<file path="src/rtl/bus_ext_pkg.sv">
// Shared state encodings and width helpers for the serial system-bus bridges
// (uart_to_bus ingress master and bus_to_uart egress slave).
package bus_ext_pkg;

  typedef enum logic [2:0] {
    ST_IDLE     = 3'd0,
    ST_REQ      = 3'd1,
    ST_XFER     = 3'd2,
    ST_WAIT_ACK = 3'd3,
    ST_DONE     = 3'd4
  } bus_state_e;

  // Bits needed to hold 0..n-1 (never less than one bit).
  function automatic int width_of(input int n);
    return (n <= 2) ? 1 : $clog2(n);
  endfunction

  // Bits needed to hold 0..n inclusive.
  function automatic int count_width(input int n);
    return $clog2(n + 1);
  endfunction

endpackage

</file>
<file path="src/rtl/uart_rx_fifo.sv">
// Synchronous byte FIFO for the UART ingress path; full/empty flags are registered
// and a push is accepted when full if a pop happens in the same cycle.
module uart_rx_fifo
  import bus_ext_pkg::*;
#(
  parameter  int N          = 8,
  parameter  int FIFO_DEPTH = 4,
  localparam int CNT_W      = count_width(FIFO_DEPTH)
) (
  input  logic             clk,
  input  logic             reset,
  input  logic             push,
  input  logic             pop,
  input  logic [N-1:0]     wr_data,
  output logic [N-1:0]     rd_data,
  output logic             full,
  output logic             empty,
  output logic [CNT_W-1:0] count
);

  localparam int PTR_W = width_of(FIFO_DEPTH);

  logic [N-1:0]     r_mem [FIFO_DEPTH];
  logic [PTR_W-1:0] r_wr_ptr;
  logic [PTR_W-1:0] r_rd_ptr;
  logic [CNT_W-1:0] r_count;
  logic             r_full;
  logic             r_empty;
  logic             w_do_push;
  logic             w_do_pop;

  assign w_do_pop  = pop && !r_empty;
  assign w_do_push = push && (!r_full || w_do_pop);

  function automatic logic [PTR_W-1:0] ptr_inc(input logic [PTR_W-1:0] p);
    return (p == PTR_W'(FIFO_DEPTH - 1)) ? '0 : p + 1'b1;
  endfunction

  always_ff @(posedge clk) begin
    if (w_do_push) r_mem[r_wr_ptr] <= wr_data;
  end

  always_ff @(posedge clk) begin
    if (reset) begin
      r_wr_ptr <= '0;
      r_rd_ptr <= '0;
      r_count  <= '0;
      r_full   <= 1'b0;
      r_empty  <= 1'b1;
    end else begin
      if (w_do_push) r_wr_ptr <= ptr_inc(r_wr_ptr);
      if (w_do_pop)  r_rd_ptr <= ptr_inc(r_rd_ptr);
      case ({w_do_push, w_do_pop})
        2'b10: begin
          r_count <= r_count + 1'b1;
          r_full  <= (r_count == CNT_W'(FIFO_DEPTH - 1));
          r_empty <= 1'b0;
        end
        2'b01: begin
          r_count <= r_count - 1'b1;
          r_full  <= 1'b0;
          r_empty <= (r_count == CNT_W'(1));
        end
        default: ;
      endcase
    end
  end

  assign rd_data = r_mem[r_rd_ptr];
  assign full    = r_full;
  assign empty   = r_empty;
  assign count   = r_count;

endmodule

</file>
<file path="src/rtl/uart_to_bus.sv">
// UART ingress bridge: queued RX bytes become single serial bus writes to BASE_ADDR+offset.
// Optional ack timeout enabled by defining UART_TO_BUS_TIMEOUT_EN.
module uart_to_bus
  import bus_ext_pkg::*;
#(
  parameter int             N          = 8,
  parameter int             ADN        = 12,
  parameter int             FIFO_DEPTH = 4,
  parameter logic [ADN-1:0] BASE_ADDR  = '0,
  parameter int             ADDR_SPAN  = 16,
  parameter int             TIMEOUT    = 255
) (
  input  logic         clk,
  input  logic         reset,
  input  logic         rx_valid,
  input  logic [N-1:0] rx_data,
  input  logic         bus_grant,
  input  logic         slave_ready,
  output logic         bus_request,
  output logic         valid_out,
  output logic         wren,
  output logic         addr_out,
  output logic         data_out,
  output logic         busy,
  output logic         fifo_full,
  output logic         overflow,
  output logic         error,
  output logic [2:0]   state_out
);

  localparam int OFF_W = width_of(ADDR_SPAN);
  localparam int BIT_W = width_of(ADN);
  localparam int CNT_W = count_width(FIFO_DEPTH);

  if (ADN <= N) begin : g_bad_adn
    $error("uart_to_bus: ADN must exceed N");
  end
  if (TIMEOUT < 1) begin : g_bad_timeout
    $error("uart_to_bus: TIMEOUT must be at least 1");
  end

  bus_state_e       r_state;
  logic [BIT_W-1:0] r_bit;
  logic [OFF_W-1:0] r_offset;
  logic [ADN-1:0]   r_addr_sh;
  logic [ADN-1:0]   r_data_sh;
  logic             r_bus_request;
  logic             r_valid_out;
  logic             r_addr_out;
  logic             r_data_out;
  logic             r_busy;
  logic             r_overflow;
  logic             r_error;

  logic [N-1:0]     w_head;
  logic             w_fifo_full;
  logic             w_fifo_empty;
  logic [CNT_W-1:0] w_count;
  logic             w_pop;
  logic             w_timeout;
  logic [ADN-1:0]   w_target;
  logic [ADN-1:0]   w_dvec;

  uart_rx_fifo #(
    .N          (N),
    .FIFO_DEPTH (FIFO_DEPTH)
  ) u_fifo (
    .clk     (clk),
    .reset   (reset),
    .push    (rx_valid),
    .pop     (w_pop),
    .wr_data (rx_data),
    .rd_data (w_head),
    .full    (w_fifo_full),
    .empty   (w_fifo_empty),
    .count   (w_count)
  );

`ifdef UART_TO_BUS_TIMEOUT_EN
  localparam int TO_W = width_of(TIMEOUT);
  logic [TO_W-1:0] r_to_cnt;

  assign w_timeout = (r_state == ST_WAIT_ACK) && !slave_ready
                     && (r_to_cnt == TO_W'(TIMEOUT - 1));

  always_ff @(posedge clk) begin
    if (reset || r_state != ST_WAIT_ACK) r_to_cnt <= '0;
    else if (!w_timeout)                 r_to_cnt <= r_to_cnt + 1'b1;
  end
`else
  assign w_timeout = 1'b0;
`endif

  // A timed-out byte is popped and discarded, just like an acknowledged one.
  assign w_pop    = ((r_state == ST_DONE) || w_timeout) && !w_fifo_empty;
  assign w_target = BASE_ADDR + ADN'(r_offset);
  // Data rides on the last N address bits, so it is left-padded with zeros.
  assign w_dvec   = {{(ADN - N){1'b0}}, w_head};

  always_ff @(posedge clk) begin
    if (reset) r_overflow <= 1'b0;
    else       r_overflow <= rx_valid && w_fifo_full && !w_pop;
  end

  always_ff @(posedge clk) begin
    if (reset) begin
      r_state       <= ST_IDLE;
      r_bit         <= '0;
      r_offset      <= '0;
      r_addr_sh     <= '0;
      r_data_sh     <= '0;
      r_bus_request <= 1'b0;
      r_valid_out   <= 1'b0;
      r_addr_out    <= 1'b0;
      r_data_out    <= 1'b0;
      r_busy        <= 1'b0;
      r_error       <= 1'b0;
    end else begin
      r_error <= w_timeout;
      case (r_state)
        ST_IDLE: begin
          if (w_count != '0) begin
            r_state       <= ST_REQ;
            r_bus_request <= 1'b1;
            r_busy        <= 1'b1;
          end
        end
        ST_REQ: begin
          if (bus_grant) begin
            r_state     <= ST_XFER;
            r_bit       <= '0;
            r_valid_out <= 1'b1;
            r_addr_out  <= w_target[ADN-1];
            r_data_out  <= w_dvec[ADN-1];
            r_addr_sh   <= w_target << 1;
            r_data_sh   <= w_dvec << 1;
          end
        end
        ST_XFER: begin
          if (r_bit == BIT_W'(ADN - 1)) begin
            r_state     <= ST_WAIT_ACK;
            r_valid_out <= 1'b0;
            r_addr_out  <= 1'b0;
            r_data_out  <= 1'b0;
          end else begin
            r_bit      <= r_bit + 1'b1;
            r_addr_out <= r_addr_sh[ADN-1];
            r_data_out <= r_data_sh[ADN-1];
            r_addr_sh  <= r_addr_sh << 1;
            r_data_sh  <= r_data_sh << 1;
          end
        end
        ST_WAIT_ACK: begin
          if (slave_ready) begin
            r_state       <= ST_DONE;
            r_bus_request <= 1'b0;
          end else if (w_timeout) begin
            r_state       <= ST_IDLE;
            r_bus_request <= 1'b0;
            r_busy        <= 1'b0;
          end
        end
        ST_DONE: begin
          r_state  <= ST_IDLE;
          r_busy   <= 1'b0;
          r_offset <= (r_offset == OFF_W'(ADDR_SPAN - 1)) ? '0 : r_offset + 1'b1;
        end
        default: begin
          r_state       <= ST_IDLE;
          r_bus_request <= 1'b0;
          r_valid_out   <= 1'b0;
          r_busy        <= 1'b0;
        end
      endcase
    end
  end

  assign bus_request = r_bus_request;
  assign valid_out   = r_valid_out;
  assign wren        = r_valid_out;
  assign addr_out    = r_addr_out;
  assign data_out    = r_data_out;
  assign busy        = r_busy;
  assign fifo_full   = w_fifo_full;
  assign overflow    = r_overflow;
  assign error       = r_error;
  assign state_out   = r_state;

endmodule

</file>
<file path="config.mk">
export PLATFORM = sky130hd
export DESIGN_NAME = uart_to_bus
export DESIGN_NICKNAME = d
export VERILOG_FILES = /design/src/rtl/bus_ext_pkg.sv /design/src/rtl/uart_rx_fifo.sv /design/src/rtl/uart_to_bus.sv
export SDC_FILE = /design/constraint.sdc
export NUM_CORES = 1
export LEC_CHECK = 0
export BUFFER_PORTS_ARGS = -buffer_cell sky130_fd_sc_hd__buf_2
export CAP_MARGIN = 20
export CORE_MARGIN = 2
export CORE_UTILIZATION = 55
export DETAILED_ROUTE_END_ITERATION = 12
export GPL_ROUTABILITY_DRIVEN = 0
export PLACE_DENSITY = 0.79
export SETUP_SLACK_MARGIN = 0.15
export SYNTH_ARGS = -nofsm -noshare
export SYNTH_HDL_FRONTEND = slang
export SYNTH_SLANG_ARGS = --single-unit
</file>
<file path="constraint.sdc">
create_clock -name clk -period 3.55 [get_ports clk]
set_input_delay 0.71 -clock clk [delete_from_list [all_inputs] [get_ports clk]]
set_output_delay 0.71 -clock clk [all_outputs]
set_load 0.05 [all_outputs]
</file>
# Yosys cells after proc, flatten, opt, wreduce, memory -nomap -nowiden
# Memories as Yosys holds them, arrays and structs flattened. A register that Yosys moved wholly into a read port is not among the register bits.
# Cells that the tools add are included.
[word_totals]
mem_bits_rw = 32
out_inout_bits = 12
inputBits = 13
regBits = 50
n_memories = 1
[op_classes]
mux = 36
bitwise = 3
addsub = 6
eq_ne = 17
n_reduce_logical = 22
[memory_table]
columns = ["memory", "depth", "word_bits", "rd", "rd_ports_with_merged_regs", "write_ports", "line_no", "rtl"]
rows = [
  ["u_fifo.r_mem", 4, 8, 1, 1, 1, "uart_rx_fifo.sv:23", "logic [N-1:0] r_mem [FIFO_DEPTH];"],
]
[ops]
columns = ["cell", "n"]
rows = [
  ["$mux W12", 4],
  ["$pmux W12 S2", 2],
  ["$mux W3", 4],
  ["$mux W4", 3],
  ["$pmux W3 S4", 1],
  ["$ne A2 B2 Y1 const B", 5],
  ["$pmux W1 S2", 5],
  ["$eq A3 B2 Y1 const B", 3],
  ["$mux W1", 9],
  ["$reduce_and A3 Y1", 3],
  ["$reduce_or A3 Y1", 3],
  ["$add A4 B1 Y4 const B", 2],
  ["$eq A4 B4 Y1 const B", 2],
  ["$mux W2", 4],
  ["$pmux W4 S2", 1],
  ["$eq A2 B2 Y1 const B", 3],
  ["$eq A3 B1 Y1 const B", 2],
  ["$pmux W1 S3", 2],
  ["$pmux W3 S2", 1],
  ["$logic_and A1 B1 Y1", 5],
  ["$add A2 B1 Y2 const B", 2],
  ["$reduce_and A2 Y1", 2],
  ["$reduce_and A4 Y1", 1],
  ["$reduce_bool A2 Y1", 2],
  ["9 further kinds", 13],
]

# Depth between registers and ports, before layout
[logic_depth]
word_depth = 7
mapped_depth = 7

# Hierarchy
# A second synthesis with hierarchy kept.
[unflattened]
hier_cells = 310
area_unflattened_um2 = 3579.7
[by_module_without_submodules]
columns = ["module", "cells_each", "seq_area_each_um2", "instances", "area_per_inst_um2"]
rows = [
  ["uart_to_bus", 199, 780.7, 1, 1791.7],
  ["uart_rx_fifo", 111, 1181.1, 1, 1788.0],
]

# Worst setup path after synthesis
# No wires, ideal clock.
[synth_path]
path_kind = "reg-to-reg"
startpoint = "register r_state[2], in the netlist state_out[2]"
endpoint = "register u_fifo.r_full, in the netlist u_fifo.full"
period_less_slack_ps = 2248
t_arrival_ps = 2120
setup_slack_ps = 1302
stages_incl_launch_ff = 8
t_required_ps = 3422
setup_ps = 128
path_cell_list = "dfxtp_1 nor4b_2 o21ai_1 ha_1 clkbuf_1 nor3b_1 a21oi_1 nor2_1"
[synth_between]
elab_chain_len = 7
elab_cells_between_ends = 9
classes_between = "eq/ne (3); mux (1); reduce/logical (5)"
[synth_lines]
columns = ["element", "line_no", "rtl"]
rows = [
  ["start: declaration", "uart_to_bus.sv:42", "bus_state_e r_state;"],
  ["start signal: assignment", "uart_to_bus.sv:107", "r_state <= ST_IDLE;"],
  ["start signal: assignment", "uart_to_bus.sv:123", "r_state <= ST_REQ;"],
  ["start signal: assignment", "uart_to_bus.sv:130", "r_state <= ST_XFER;"],
  ["$eq A3 B3 Y1 *", "uart_to_bus.sv:95", "assign w_pop = ((r_state == ST_DONE) || w_timeout) && !w_fifo_empty;"],
  ["$logic_and A1 B1 Y1 *", "uart_to_bus.sv:95", ""],
  ["$logic_and A1 B1 Y1 *", "uart_rx_fifo.sv:32", "assign w_do_pop = pop && !r_empty;"],
  ["via u_fifo.w_do_pop", "uart_rx_fifo.sv:30", "logic w_do_pop;"],
  ["$logic_or A1 B1 Y1", "uart_rx_fifo.sv:33", "assign w_do_push = push && (!r_full || w_do_pop);"],
  ["$logic_and A1 B1 Y1", "uart_rx_fifo.sv:33", ""],
  ["$eq A2 B1 Y1 / $eq A2 B2 Y1 (equally long branches)", "uart_rx_fifo.sv:53", "case ({w_do_push, w_do_pop})"],
  ["$pmux W1 S2 / $reduce_bool A2 Y1 (equally long branches)", "--", ""],
  ["end signal: assignment", "uart_rx_fifo.sv:56", "r_full <= (r_count == CNT_W'(FIFO_DEPTH - 1));"],
  ["end: declaration", "uart_rx_fifo.sv:27", "logic r_full;"],
]
# The timed path passes the listed nets; every way through them passes the cells marked *.
# A chain may end at the register's enable or synchronous reset.

# Final worst setup path
[layout_path]
startpoint = "register r_state[2], in the netlist state_out[2]"
endpoint = "register u_fifo.r_count[2], in the netlist u_fifo.count[2]"
[layout_between]
elab_chain_len = 7
elab_cells_between_ends = 9
classes_between = "eq/ne (3); mux (1); reduce/logical (5)"
[layout_lines]
columns = ["element", "line_no", "rtl"]
rows = [
  ["$eq A3 B3 Y1 *", "uart_to_bus.sv:95", ""],
  ["$logic_and A1 B1 Y1 *", "uart_to_bus.sv:95", ""],
  ["$logic_and A1 B1 Y1 *", "uart_rx_fifo.sv:32", ""],
  ["via u_fifo.w_do_pop", "uart_rx_fifo.sv:30", ""],
  ["$logic_or A1 B1 Y1", "uart_rx_fifo.sv:33", ""],
  ["$logic_and A1 B1 Y1", "uart_rx_fifo.sv:33", ""],
  ["$eq A2 B1 Y1 / $eq A2 B2 Y1 (equally long branches)", "uart_rx_fifo.sv:53", ""],
  ["$pmux W3 S2 / $reduce_bool A2 Y1 (equally long branches)", "--", ""],
  ["end signal: assignment", "uart_rx_fifo.sv:55", "r_count <= r_count + 1'b1;"],
  ["end signal: assignment", "uart_rx_fifo.sv:60", "r_count <= r_count - 1'b1;"],
  ["end: declaration", "uart_rx_fifo.sv:26", "logic [CNT_W-1:0] r_count;"],
]
# Marks and branches as above.

==> impl_metrics.json <==
{
  "antenna_found_initial": 0,
  "worst_setup_path_start_kind": "register",
  "synth-edff-count": 32,
  "synth_cell_types": 46,
  "synth_top_area_share_pct": 28.8,
  "gr-usage-all-layers_pct": 18.8,
  "clk_latency_ns": 0.36,
  "clockBufferDepth": 2,
  "antenna_cells": 0,
  "finalNetCount": 360,
  "r2r-end": "u_fifo.count[2]",
  "post-route-period-util_pct": 66.5,
  "hold_viol": 0,
  "holdBufCountCts": 0,
  "grt_pass1_vias": 2292,
  "synth_area_sq_um": 3470,
  "die_h_um": 83.4,
  "setup-tns-final_ns": 0,
  "die_width_um": 83.4,
  "hold_end": "r_addr_sh[11]",
  "dieArea_sq_um": 6960,
  "cts_sinks": 82,
  "yosysMostFrequentCell": "dfxtp_1",
  "synth_area_leaders": "dfxtp_1, edfxtp_1, mux4_2, ha_1, a21oi_1",
  "syn_inst": 319,
  "cts_setup_buffers": 0,
  "fin_crit_ns": 2.36,
  "syn_avg_cell_area_sq_um": 10.9,
  "cts_resized": 0,
  "rsz0062_at_grt": "no",
  "vias": 2339,
  "cts_tree": "yes",
  "power_density_nw_per_um2": 540,
  "drive_above_1_share_pct": 16.9,
  "grt_pass1_wl_um": 10500,
  "rows": 28,
  "timing.hold.ws_ns": 0.457,
  "crit_required_ns": 3.77,
  "clkSlewWorstSetupHoldPaths_ns": 0.09,
  "ant_nets": 0,
  "fillCellCount": 485,
  "cap_violations": 0,
  "ys_ff_latch": 82,
  "io_buffers": 23,
  "cp_max_fo": 17,
  "htree_num_levels": 3,
  "min-delay-start": "r_addr_sh[11]",
  "synth-seq-area-share_pct": 56.5,
  "cts_buffers": 9,
  "drc": 0,
  "worstPathCellList": "nor4b_2 -> o21ai_1 -> ha_1 -> a21oi_1 -> o22a_1 -> nor2_1",
  "synth_ff_type": "dfxtp_1",
  "cts-root-buf": "clkbuf_8",
  "leakage_nw": 1.39,
  "grt_start_max_net_pins": 49,
  "min_path_cells": 2,
  "max_slew_margin_pct": 39.2,
  "crit_slowest_cell": "dfxtp_1",
  "hold_class": "reg -> reg",
  "finClkSkew_ns": 0.0145,
  "initial_core_util_pct": 57.6,
  "viasPerCell": 5.66,
  "core_area_sq_um": 6030,
  "grt-ovfl-total": 0,
  "drv_slew": 0,
  "cp-end-kind": "register",
  "worstMarginPinSlew_ns": 0.912,
  "syn_nets": 346,
  "synth_common_cells": "dfxtp_1, nand2_1, a21oi_1",
  "routedWlPerCell_um": 14.8,
  "place_hpwl_um": 4120,
  "drt-pass1-iter-count": 4,
  "rr_worst_depth": 6,
  "max_stage_delay_ns": 0.62,
  "clock.fmax_mhz": 423,
  "critPathKind": "reg -> reg",
  "crit_arrival_ns": 2.58,
  "areaGrowthSynthToFinish_pct": 9.95,
  "status": "finished, final reports clean",
  "drt_wl_total_um": 6120,
  "setup_viol": 0,
  "synthArstFlopShare_pct": 0,
  "r2r-start": "state_out[2]",
  "max-vdd-ir-drop_v": 0.000300,
  "ios": 25,
  "initialDrtViolationCount": 94,
  "r2r_slack_ns": 1.19,
  "yosysTopAreaCell": "dfxtp_1",
  "yosys_warnings": 0
}
[sequential cells by signal, indices dropped and copies added, names as in the netlist, 2 cells and up, named ones only]
signal and flops:
u_fifo.r_rd_ptr 2, u_fifo.r_mem 32, r_offset 4, u_fifo.r_wr_ptr 2
state_out 3, r_data_sh 11, r_addr_sh 11, u_fifo.count 3
r_bit 4
[metal layers]
layer / vias up / GRT usage, % / part of all wire (%)
li1: 1172 / - / -
met1: 1120 / 22.5 / 44
met2: 40 / 32.4 / 50
met3: 7 / 4.67 / 4.2
met4: 0 / 7.62 / 1.2
met5: - / 0 / 0
[layout make-up]
type	count	area [sq um]	share of cell area (%)
flip-flops and latches	82	1960	51.4
clock inverters	7	104	2.72
well taps	75	93.8	2.46
repair buffers	24	123	3.21
clock buffers	9	124	3.25
multi-input cells	208	1380	36.1
inverters	8	30.0	0.787
[worst max-delay path, delay by kind of cell, from the launching register on]
family	cells	cell delay, ns
adder cells (fa/ha/maj)	1	0.45
flip-flops	1	0.62
AND/OR/NAND/NOR	2	0.59
AO/OA/AOI/OAI	3	0.56
[cells in the final DEF, fill, tap and decap left out, drive strengths merged, types with 2 or more instances in the layout]
| cell type | count |
|---|---|
| dfxtp | 50 |
| nand2 | 41 |
| a21oi | 34 |
| nor2 | 33 |
| edfxtp | 32 |
| buf | 24 |
| ha | 14 |
| nand3 | 13 |
| inv | 12 |
| clkbuf | 9 |
| a211oi | 9 |
| mux4 | 8 |
| o21ai | 7 |
| nor3 | 5 |
| and3 | 4 |
| a311oi | 4 |
| nand2b | 3 |
| a31oi | 3 |
| a22oi | 3 |
| nor3b | 3 |
| or3 | 2 |
| nand4bb | 2 |
| nor2b | 2 |
| xor2 | 2 |
| bufinv | 2 |
[per-stage QoR]
step	area [sq um]	setup slack [ns]	power [mW]	cells	util, %
after detailed placement	3590	1.15	1.32	397	59.5
final	3810	1.19	2.06	413	63.3
after floorplan	3470	1.30	1.27	319	-
after global routing	3810	0.969	2.15	413	63.3
after CTS	3810	1.15	2.07	413	63.3
after global placement	3590	1.26	1.31	397	59.5
[worst max path at each step]
| stage | startpoint | depth (start not counted) | endpoint | slack (ns) |
|---|---|---|---|---|
| 2_1_floorplan | state_out[2] | 7 | u_fifo.full | 1.30 |
| 5_1_grt | state_out[2] | 7 | u_fifo.count[2] | 0.97 |
| 3_5_place_dp | state_out[2] | 6 | u_fifo.count[2] | 1.15 |
| 4_1_cts | state_out[2] | 6 | u_fifo.count[2] | 1.15 |
| 3_3_place_gp | state_out[2] | 6 | u_fifo.count[2] | 1.26 |
| 6_report | state_out[2] | 6 | u_fifo.count[2] | 1.19 |
[where the power goes]
| part | total, mW | switching [mW] | internal, mW |
|---|---|---|---|
| Clock | 0.760 | 0.353 | 0.407 |
| Combinational | 0.240 | 0.161 | 0.0791 |
| Sequential | 1.06 | 0.0349 | 1.03 |
| Total | 2.06 | 0.549 | 1.51 |
[kinds of logic (layout without fill, tap and decap cells)]
group | Yosys count | count (layout) | share of synthesized area, %
XOR/XNOR | 2 | 2 | 0.505
buffers and inverters | 29 | 48 | 3.71
multiplexers | 9 | 9 | 5.48
AND/OR/NAND/NOR | 114 | 114 | 15.5
flip-flops | 82 | 82 | 56.5
other | 1 | 1 | 0.108
adder cells (fa/ha/maj) | 14 | 14 | 5.05
AO/OA/AOI/OAI | 68 | 68 | 13.1
(Power assumes the default switching activity.)
